--- src/rtl/sys_defs.sv ---
`default_nettype none
// ============================================================================
// Module      : sys_defs (package)
// Description : Shared system definitions: instruction buffer depth and the
//               decoded-instruction packet passed from decode to dispatch.
// Revision    : 1.0
// ============================================================================
package sys_defs;

    localparam int IB_SZ = 8;

    typedef struct packed {
        logic [31:0] PC;
        logic [31:0] inst;
        logic [4:0]  dest_reg_idx;
        logic [4:0]  rs1_idx;
        logic [4:0]  rs2_idx;
        logic        valid;
    } DP_PACKET;

endpackage
`default_nettype wire

--- src/rtl/inst_buffer.sv ---
`default_nettype none
// ============================================================================
// Module      : inst_buffer
// Description : Circular FIFO between decode and dispatch. It pops one packet
//               per cycle when both the ROB and the RS have room.
// Revision    : 1.0
// ============================================================================
module inst_buffer
    import sys_defs::DP_PACKET;
#(
    parameter int IB_SZ = sys_defs::IB_SZ
) (
    input  logic                     clock,
    input  logic                     reset,
    input  DP_PACKET                 if_packet,
    input  logic                     if_valid,
    output logic                     ib_if_ready,
    input  logic                     squash,
    input  logic [1:0]               rob_dp_available,
    input  logic                     rs_available,
    output DP_PACKET                 ib_dp_packet,
    output logic                     ib_dp_valid,
    output logic [1:0]               dp_rob_available,
    output logic [$clog2(IB_SZ):0]   ib_count
);

    localparam int PTR_W = $clog2(IB_SZ);
    localparam int CNT_W = PTR_W + 1;
    localparam logic [CNT_W-1:0] C_DEPTH = CNT_W'(IB_SZ);

    DP_PACKET         mem_q [IB_SZ];
    logic [PTR_W-1:0] head_q, head_d;
    logic [PTR_W-1:0] tail_q, tail_d;
    logic [CNT_W-1:0] count_q, count_d;

    logic push;
    logic pop;

    // Handshakes; squash blocks both so nothing moves in a flushing cycle.
    always_comb begin
        ib_if_ready      = (count_q < C_DEPTH) && !squash;
        push             = if_valid && ib_if_ready;
        ib_dp_valid      = (count_q != '0);
        ib_dp_packet     = ib_dp_valid ? mem_q[head_q] : '0;
        pop              = ib_dp_valid && (rob_dp_available != 2'b00)
                           && rs_available && !squash;
        dp_rob_available = {1'b0, pop};
        ib_count         = count_q;
    end

    always_comb begin
        head_d  = head_q;
        tail_d  = tail_q;
        count_d = count_q;
        if (squash) begin
            head_d  = '0;
            tail_d  = '0;
            count_d = '0;
        end else begin
            if (push) tail_d = tail_q + PTR_W'(1);
            if (pop)  head_d = head_q + PTR_W'(1);
            case ({push, pop})
                2'b10:   count_d = count_q + CNT_W'(1);
                2'b01:   count_d = count_q - CNT_W'(1);
                default: count_d = count_q;
            endcase
        end
    end

    always_ff @(posedge clock or posedge reset) begin
        if (reset) begin
            head_q  <= '0;
            tail_q  <= '0;
            count_q <= '0;
        end else begin
            head_q  <= head_d;
            tail_q  <= tail_d;
            count_q <= count_d;
        end
    end

    // Push and pop never target the same slot: equal pointers imply empty
    // (no pop) or full (no push).
    always_ff @(posedge clock or posedge reset) begin
        if (reset) begin
            for (int i = 0; i < IB_SZ; i++) mem_q[i] <= '0;
        end else if (squash) begin
            for (int i = 0; i < IB_SZ; i++) mem_q[i] <= '0;
        end else begin
            if (push) mem_q[tail_q] <= if_packet;
            if (pop)  mem_q[head_q] <= '0;
        end
    end

endmodule
`default_nettype wire

--- config.mk ---
export PLATFORM = sky130hd
export DESIGN_NAME = inst_buffer
export DESIGN_NICKNAME = d
export VERILOG_FILES = /design/src/rtl/sys_defs.sv /design/src/rtl/inst_buffer.sv
export SDC_FILE = /design/constraint.sdc
export NUM_CORES = 2
export LEC_CHECK = 0
export BUFFER_PORTS_ARGS = -buffer_cell sky130_fd_sc_hd__clkbuf_2
export CAP_MARGIN = 5
export CORE_MARGIN = 2
export CORE_UTILIZATION = 53
export DETAILED_ROUTE_END_ITERATION = 6
export GPL_TIMING_DRIVEN = 0
export PLACE_DENSITY = 0.71
export SYNTH_ARGS = -nofsm -noshare
export SYNTH_HDL_FRONTEND = slang
export SYNTH_SLANG_ARGS = --single-unit
--- constraint.sdc ---
create_clock -name clock -period 24.2 [get_ports clock]
set_input_delay 1.21 -clock clock [delete_from_list [all_inputs] [get_ports clock]]
set_output_delay 1.21 -clock clock [all_outputs]
set_load 0.02 [all_outputs]
==> results.md <==
- Status: finished clean
- Ys flop type: dfrtp_1
- H-tree depth: 3
- Crit Path Class: flop to primary output
- Max Fanout on Critical Path: 10
- Final WL: ~95,000 um
- Max-cap check violation count: 0
- Worst setup EP type: primary output
- Final Slew Violations: 0
- Core Box Area: 59,240 um2
- Hold Fails Final Rpt: 0
- Number of cells produced by synthesis: 3,331
- Post-synthesis async set-or-reset flop share: 1.000
- Vias in the first global route: ~25,000
- Vias: 25,410
- Setup crit start kind: flop
- Num CTS Buffers: 71
- CTS Sinks: 650
- Adder-cell share of the synthesized area: 0.001567
- Arrival @ worst endpoint: approximately 3.5 ns
- Largest family of logic cells by synthesized area: simple AND/OR/NAND/NOR gates
- Hold crit path type: flop to flop
- Ys Warns: 0
- Post-synthesis cell type count: 42
- Pre-CTS setup slack: 20.17 ns
- Post-synth EDFFs: 0
- Synth Area in Compound Gates: 0.1185
- Mean Syn Cell Area: 9.587 um2
- Worst slew pin tran: between 1 and 1.5 ns
- Post-CTS Hold Buffers: 0
- GRT overflow: 0
- Cell Rows: 89
- Synth top area share: 0.5093
- Initial antenna violation count: 4
- Syn nets: 3,422
- Clk root buf: clkbuf_16
- Antenna-violating nets left: 0
- Count leader, synth: nand2_1
- Req. time, crit path: 22.99 ns
- Worst VDD drop: 0.04480 mV
- Post-synthesis simple-gate area fraction: 0.1692
- Router iterations before antenna repair: 5
- Tcrit/Tclk final: 0.1963
- Commonest cells post-synth: nand2_1, dfrtp_1, a21oi_1
- Pin count of the biggest net entering global routing: ~120
- RSZ-0062 raised after global routing: false
- Buffers from clock root to sink, at most: 3
- Worst-case clock skew: 0.01237 ns
- Mux share of post-synthesis cell area: 0.1379
- Most area-hungry cell type in the Yosys netlist: dfrtp_1
- Iteration-0 DRC Markers: 2,412
- Post-Synth XOR/XNOR Area: 0.001646
- First-pass GRT wire length: 147,500 um
- Gr usage total: 0.3076
- PortBufs: 93
- GPL Wtd Cong: 0.8554
- Synth area leaders: dfrtp_1, nand2_1, mux4_2
- Dpl hpwl: 62,600 um
- Post-DR vias/cell: approximately 5.9
- Synth Cell Area: 31,930 um2
- Final nets: between 3,000 and 4,000
- Clk_lat worst skew: around 0.61 ns
- Setup TNS: 0 ns
- Post-synthesis sequential area ratio: 0.5093
- Post-route setup slack: slightly below 20 ns
- Max Fclk: 210.5 MHz
- Hold_ws: ~0.52 ns
- Pleak: approximately 15 nW
- Minimum clock period: ~4.8 ns
- IO Count: 175
- Setup violators final: 0
- DRC viols: 0
- Total power divided by cell area: 70.61 nW/um2
- Initial Util: 0.5391
- Postcts setup bufs: 0
- Full die area: 62,230 um2
- Die H: 249.5 um
- Clk slew on worst S/H paths: 0.06 ns
- CTS tree: done
- PostCTS Resize Cnt: 0
- DR WL/cell: 22.06 um
- #FFs+latches synth: 650
- Share of cells above drive strength 1: 0.1984
- Synthesis-to-layout area growth: 12.20%
- Slew HR: 0.1532
- Die width: 249.5 um
-- flip-flops by register name, summed over array words and instances, names as in the netlist --
name      flops
mem_q       640
ib_count      4
head_q        3
tail_q        3
-- cell type report --
| type | instances | area (um2) |
|---|---|---|
| fill | 5048 | 23410 |
| sequential | 650 | 16270 |
| multi-input combinational | 2327 | 13700 |
| clock buffer | 106 | 2153 |
| buffer | 351 | 1962 |
| tap | 773 | 967.2 |
| timing repair buffer | 98 | 603.1 |
| clock inverter | 13 | 155.1 |
| inverter | 3 | 18.77 |
| antenna | 3 | 7.507 |
-- cells in the final DEF, fill, tap and decap left out, drive strengths merged, types with 7 or more instances in the layout --
master  count
nand2    1292
dfrtp     650
a21oi     644
clkbuf    311
buf       244
mux4      160
nor2       89
mux2i      80
o21ai       7
clkinv      7
-- power by group --
group / total [mW] / switching [mW] / internal (mW)
Combinational: 0.314 / 0.215 / 0.0985
Sequential: 1.12 / 0.0129 / 1.10
Clock: 1.10 / 0.453 / 0.645
Total: 2.53 / 0.681 / 1.85
-- cells by family after synthesis --
kind of cell               count (synthesis)
DFF                                      650
buffers and inverters                    354
other                                      1
xor gates and xnor gates                   6
adders and majority gates                  4
AOI/OAI and AO/OA                        665
muxes                                    240
and+or+nand+nor                         1411
-- critical path, cell delays in order, from the launching register on --
cell      delay, ns
dfrtp_1        0.38
buf_1          0.87
clkbuf_1       0.70
mux4_2         0.40
mux2i_1        0.09
nor2_1         0.25
clkbuf_2       0.22
-- path summary, 6_finish.rpt --
check | slack (ns) | end | cells past startpoint | startpoint
setup / recovery | 19.45 | ib_dp_packet[52] | 6 | head_q[2]$_DFFE_PP0P_
hold / removal | 0.52 | mem_q[277]$_DFF_PP0_ | 2 | mem_q[277]$_DFF_PP0_
setup reg to reg | 21.47 | mem_q[151]$_DFF_PP0_ | 5 | ib_count[3]$_DFFE_PP0P_
hold reg to reg | 0.52 | mem_q[277]$_DFF_PP0_ | 2 | mem_q[277]$_DFF_PP0_
max in group asynchronous | 21.91 | mem_q[360]$_DFF_PP0_ | 4 | reset
min in group asynchronous | 0.72 | mem_q[566]$_DFF_PP0_ | 2 | reset
-- routing by layer --
layer  up-vias  wire length [um]  track usage
met2      1039             43760       0.4692
li1      11400                 -            -
met4         0              3926       0.1356
met5         -                 0            0
met1     12780             39710       0.4274
met3       200              7973      0.06654
-- metrics by stage --
stage	std cells	power, mW	util	instance area (um2)
after global placement	4197	1.445	0.5632	33370
final	4324	2.530	0.6048	35830
after floorplan	3331	1.349	-	31930
after detailed placement	4202	1.449	0.5657	33510
after global routing	4324	2.603	0.6048	35830
after CTS	4321	2.531	0.6047	35820
Power figures use the tool's default switching activity.
